## src/rtl/vga_fb_reader.sv

```systemverilog
// Display-side reader for the 320x240 RGB444 frame buffer: 640x480@60 VGA timing,
// buffer read-port addressing and a two-clock counter-to-pin pipeline.
module vga_fb_reader #(
    parameter int UPSCALE  = 2,
    parameter int H_ACTIVE = 640,
    parameter int H_FP     = 16,
    parameter int H_SYNC   = 96,
    parameter int H_BP     = 48,
    parameter int V_ACTIVE = 480,
    parameter int V_FP     = 10,
    parameter int V_SYNC   = 2,
    parameter int V_BP     = 33
) (
    input  logic        clk,
    input  logic        reset_n,
    input  logic        en,
    output logic        oe,
    output logic [16:0] rAddr,
    input  logic [11:0] rData,
    output logic        hsync,
    output logic        vsync,
    output logic        de,
    output logic [3:0]  red,
    output logic [3:0]  green,
    output logic [3:0]  blue,
    output logic        frame_start
);

    localparam int H_TOTAL = H_ACTIVE + H_FP + H_SYNC + H_BP;
    localparam int V_TOTAL = V_ACTIVE + V_FP + V_SYNC + V_BP;
    localparam int SRC_W   = H_ACTIVE / 2;
    localparam int SRC_H   = V_ACTIVE / 2;
    localparam int VIS_W   = (UPSCALE == 2) ? H_ACTIVE : SRC_W;
    localparam int VIS_H   = (UPSCALE == 2) ? V_ACTIVE : SRC_H;
    localparam bit DOUBLE  = (UPSCALE == 2);

    localparam logic [9:0]  H_LAST    = 10'(H_TOTAL - 1);
    localparam logic [9:0]  V_LAST    = 10'(V_TOTAL - 1);
    localparam logic [9:0]  H_ACT     = 10'(H_ACTIVE);
    localparam logic [9:0]  V_ACT     = 10'(V_ACTIVE);
    localparam logic [9:0]  H_VIS     = 10'(VIS_W);
    localparam logic [9:0]  V_VIS     = 10'(VIS_H);
    localparam logic [9:0]  HS_BEG    = 10'(H_ACTIVE + H_FP);
    localparam logic [9:0]  HS_END    = 10'(H_ACTIVE + H_FP + H_SYNC);
    localparam logic [9:0]  VS_BEG    = 10'(V_ACTIVE + V_FP);
    localparam logic [9:0]  VS_END    = 10'(V_ACTIVE + V_FP + V_SYNC);
    localparam logic [16:0] LINE_STEP = 17'(SRC_W);

    logic [9:0]  h_cnt_p0;
    logic [9:0]  v_cnt_p0;
    logic [9:0]  col_p0;
    logic [16:0] line_base_p0;
    logic        h_wrap_p0;
    logic        v_wrap_p0;
    logic        active_p0;
    logic        visible_p0;
    logic        hsync_raw_p0;
    logic        vsync_raw_p0;
    logic        fs_p0;

    logic        hsync_p1;
    logic        vsync_p1;
    logic        de_p1;
    logic        fs_p1;
    logic        vld_p2;

    function automatic logic [11:0] blank_px(input logic vld, input logic [11:0] px);
        return vld ? px : 12'd0;
    endfunction

    // ---- stage 0: pixel counters and incremental source address ----
    always_comb begin
        h_wrap_p0    = (h_cnt_p0 == H_LAST);
        v_wrap_p0    = (v_cnt_p0 == V_LAST);
        active_p0    = (h_cnt_p0 < H_ACT) && (v_cnt_p0 < V_ACT);
        visible_p0   = (h_cnt_p0 < H_VIS) && (v_cnt_p0 < V_VIS);
        hsync_raw_p0 = !((h_cnt_p0 >= HS_BEG) && (h_cnt_p0 < HS_END));
        vsync_raw_p0 = !((v_cnt_p0 >= VS_BEG) && (v_cnt_p0 < VS_END));
        fs_p0        = (h_cnt_p0 == 10'd0) && (v_cnt_p0 == 10'd0);
    end

    // line_base stops advancing past the last visible source line so it never exceeds 17 bits
    always_ff @(posedge clk or negedge reset_n) begin
        if (!reset_n) begin
            h_cnt_p0     <= '0;
            v_cnt_p0     <= '0;
            col_p0       <= '0;
            line_base_p0 <= '0;
        end else if (h_wrap_p0) begin
            h_cnt_p0 <= '0;
            col_p0   <= '0;
            if (v_wrap_p0) begin
                v_cnt_p0     <= '0;
                line_base_p0 <= '0;
            end else begin
                v_cnt_p0 <= v_cnt_p0 + 10'd1;
                if ((v_cnt_p0 < V_VIS) && (!DOUBLE || v_cnt_p0[0]))
                    line_base_p0 <= line_base_p0 + LINE_STEP;
            end
        end else begin
            h_cnt_p0 <= h_cnt_p0 + 10'd1;
            if (!DOUBLE || h_cnt_p0[0])
                col_p0 <= col_p0 + 10'd1;
        end
    end

    // ---- stage 1: buffer read request ----
    always_ff @(posedge clk or negedge reset_n) begin
        if (!reset_n) begin
            oe       <= 1'b0;
            rAddr    <= '0;
            hsync_p1 <= 1'b1;
            vsync_p1 <= 1'b1;
            de_p1    <= 1'b0;
            fs_p1    <= 1'b0;
        end else begin
            oe       <= en && visible_p0;
            if (visible_p0)
                rAddr <= line_base_p0 + {7'd0, col_p0};
            hsync_p1 <= hsync_raw_p0;
            vsync_p1 <= vsync_raw_p0;
            de_p1    <= active_p0;
            fs_p1    <= fs_p0;
        end
    end

    // ---- stage 2: read data returns; pins ----
    always_ff @(posedge clk or negedge reset_n) begin
        if (!reset_n) begin
            vld_p2      <= 1'b0;
            hsync       <= 1'b1;
            vsync       <= 1'b1;
            de          <= 1'b0;
            frame_start <= 1'b0;
        end else begin
            vld_p2      <= oe;
            hsync       <= hsync_p1;
            vsync       <= vsync_p1;
            de          <= de_p1;
            frame_start <= fs_p1;
        end
    end

    // rData arrives one clock after rAddr, i.e. in step with the stage-2 registers
    assign {red, green, blue} = blank_px(vld_p2, rData);

endmodule

```

## config.mk

```make
export PLATFORM = sky130hd
export DESIGN_NAME = vga_fb_reader
export DESIGN_NICKNAME = d
export VERILOG_FILES = /design/src/rtl/vga_fb_reader.sv
export SDC_FILE = /design/constraint.sdc
export NUM_CORES = 1
export LEC_CHECK = 0
export BUFFER_PORTS_ARGS = -buffer_cell sky130_fd_sc_hd__buf_2
export CORE_MARGIN = 2
export CORE_UTILIZATION = 35
export DETAILED_ROUTE_END_ITERATION = 8
export GPL_TIMING_DRIVEN = 0
export PLACE_DENSITY = 0.61
export SLEW_MARGIN = 5
export SYNTH_ARGS = -nofsm -noshare
export SYNTH_HDL_FRONTEND = slang
export SYNTH_SLANG_ARGS = --single-unit
```

## constraint.sdc

```tcl
create_clock -name clk -period 2 [get_ports clk]
set_input_delay 0.2 -clock clk [delete_from_list [all_inputs] [get_ports clk]]
set_output_delay 0.2 -clock clk [all_outputs]
set_load 0.02 [all_outputs]
```

==> qor.yml <==
cpPeakStageDelay_ps: 500
grt_pass1_vias: 2684
setup_viol: 0
vias: 2850
yosysUniqueCellTypes: 49
routed_via_density: 5.098
syn-num-nets: 382
worst_hold_slack_ps: 57.33
multi_input_area_um2: 1654
drc: 0
max_freq_ghz: 0.5122
die_area_um2: 10710
cts_root_buffer: "clkbuf_8"
core_area_um2: 9684
drive_above_1_share: 0.2488
worstMarginPinSlew_ps: 827.8
critPathKind: "reg -> reg"
clock-sinks: 68
areaGrowthSynthToFinish_pct: 20.16
synthDominantCellAreaShare: 0.4624
fin_cells: 559
p_sw_frac: 0.2524
clk_latency_ps: 360
ys_top_cells_by_area: "dfrtp_1 (46%), nand2_1 (4.9%), ha_1 (4.0%)"
syn_inst: 356
tritoncts: "built"
antenna_left: 0
hold_class: "in -> reg"
period_minus_slack_ps: 1952
clock_skew_ps: 13.31
pwr-share-comb: 0.033
row_count: 36
power_mw: 2.486
p_sw_mw: 0.6275
finalWirelength_um: 7459
syn_avg_cell_area_um2: 9.728
ys_seq_elements: 68
grt_max_degree: 69
peakVddDrop_mv: 0.2207
outcome: "complete, no violations"
cap_violations: 0
dieHeight_um: 103.5
synth_ff_type: "dfrtp_1"
power_density_nw_per_um2: 597.4
crit_fanout: 7
finalSetupTns_ps: 0
yosysTopAreaCell: "dfrtp_1"
crit_path_end_kind: "flip-flop"
dpl.hpwl_um: 5212
slew_violations: 0
seq_area_um2: 1712
first_pass_iters: 4
synth-edff-count: 0
io_pins: 49
cts_buffers: 9
worstPathArrival_ps: 2180
fin_nets: 447
overflow: 0
p_leak_nw: 1.962
syn_area_um2: 3463
antennaDiodeCount: 0
rsz0062_at_grt: "true"
p_clk_frac: 0.413
start_util: 0.3576
port-buffer-count: 48
dpl.cell_count: 537
ctsHtreeMaxLevel: 3
startpoint_type: "flip-flop"
finalHoldViolCount: 0
period_share: 0.9762
wl_per_cell_um: 13.34
fill_cells: 948
clk_pin_slew_worst_paths_ps: 80
die_x_um: 103.5
internal_power_mw: 1.858
antenna_found_initial: 0
ys.warnings.count: 0
drtIter0Drc: 126
grt_util_all_layers: 0.1442
crit_chain: "and4_4, buf_6, or4b_1, buf_2, a221oi_2, o41ai_1"
cp.required_ps: 2230
synth_most_common_cell: "dfrtp_1"
clockBufferDepth: 2
synth_commonest_cells: "dfrtp_1 (64), nand2_1 (45), nor2_1 (19), o21ai_0 (18)"
ys_seq_area_frac: 0.4928
gp_congestion: 0.7939
slew_headroom: 0.4481
async_flop_share: 1.000
power_frac_seq: 0.554
fin_util: 0.4297
crit_slowest_cell: "or4b_1"
grt_pass1_wl_um: 12140
[power by group through the flow]
stage	combinational, mW	sequential [mW]	clock, mW
final	0.0825	1.38	1.03
after global placement	0.0835	1.40	0
after CTS	0.0861	1.38	1.05
after detailed placement	0.0845	1.40	0
after global routing	0.0959	1.38	1.11
after floorplan	0.0280	1.41	0
[layout by cell type, fill, tap and decap left out, types with 9 or more instances in the layout]
master / instances
clkbuf_8: 9
o21ai_0: 18
dfrtp_1: 60
buf_2: 54
xor2_1: 14
nor2_1: 19
nor3_1: 11
inv_1: 10
ha_1: 10
buf_4: 10
and2_1: 15
nand3_1: 15
xnor2_1: 9
nand2_1: 45
[per-layer routing]
layer  global-route usage  wire (um)  vias up
met3              0.03427        280       13
met4              0.05567        133        0
met2               0.2417       3577       58
met5                    0          0        -
met1               0.1802       3467     1379
li1                     -          -     1400
[state kept, by name (all words and copies together) (netlist names)]
register      cells
oe                1
col_p0           10
fs_p1             1
de                1
vsync             1
de_p1             1
h_cnt_p0         10
vsync_p1          1
hsync_p1          1
hsync             1
frame_start       1
v_cnt_p0         10
rAddr            17
vld_p2            1
line_base_p0     11
[cell type report]
| cell class | count | area share |
|---|---|---|
| sequential | 68 | 0.4113 |
| timing repair buffer | 56 | 0.07336 |
| inverter | 11 | 0.009922 |
| buffer | 18 | 0.02556 |
| clock inverter | 7 | 0.01263 |
| multi-input combinational | 257 | 0.3975 |
| clock buffer | 9 | 0.02977 |
| tap | 133 | 0.03999 |
[stage by stage]
stage                     area (um2)  setup slack [ps]
final                           4161             47.66
after global routing            4161            -6.803
after CTS                       4084             21.53
after detailed placement        3872            -219.4
after global placement          3870            -193.9
after floorplan                 3463             148.0
[worst max-delay path, delay by kind of cell, from the launching register on]
kind | cells | cell delay (ps)
compound gates | 2 | 360
simple gates | 2 | 700
buf+inv | 2 | 310
flops | 1 | 460
[repair_timing]
item                       CTS  global route
pin swaps                    0             1
hold endpoints to repair    64             0
hold buffers                 1             0
setup endpoints to repair   34            22
buffers inserted             0             7
resized for setup           11            14
[path summary, 6_finish.rpt]
check	slack, ps	from	endpoint	depth (start not counted)
setup / recovery	50	v_cnt_p0[7]$_DFFE_PN0N_	line_base_p0[15]$_DFFE_PN0P_	6
hold / removal	60	en	oe$_DFF_PN0_	2
setup reg to reg	50	v_cnt_p0[7]$_DFFE_PN0N_	line_base_p0[15]$_DFFE_PN0P_	6
hold reg to reg	360	fs_p1$_DFF_PN0_	frame_start$_DFF_PN0_	0
max in group asynchronous	920	reset_n	v_cnt_p0[5]$_DFFE_PN0N_	2
min in group asynchronous	490	reset_n	rAddr[3]$_DFFE_PN0N_	2
[kinds of logic after synthesis]
logic type / Yosys count / share of synthesized area
AND/OR/NAND/NOR: 156 / 0.2384
flip-flops: 68 / 0.4928
AO/OA/AOI/OAI: 65 / 0.1246
buffers and inverters: 31 / 0.04010
XOR/XNOR: 23 / 0.05817
adder cells (fa/ha/maj): 11 / 0.03974
multiplexers: 2 / 0.006142
No activity file was read; power rests on OpenSTA's default activity.
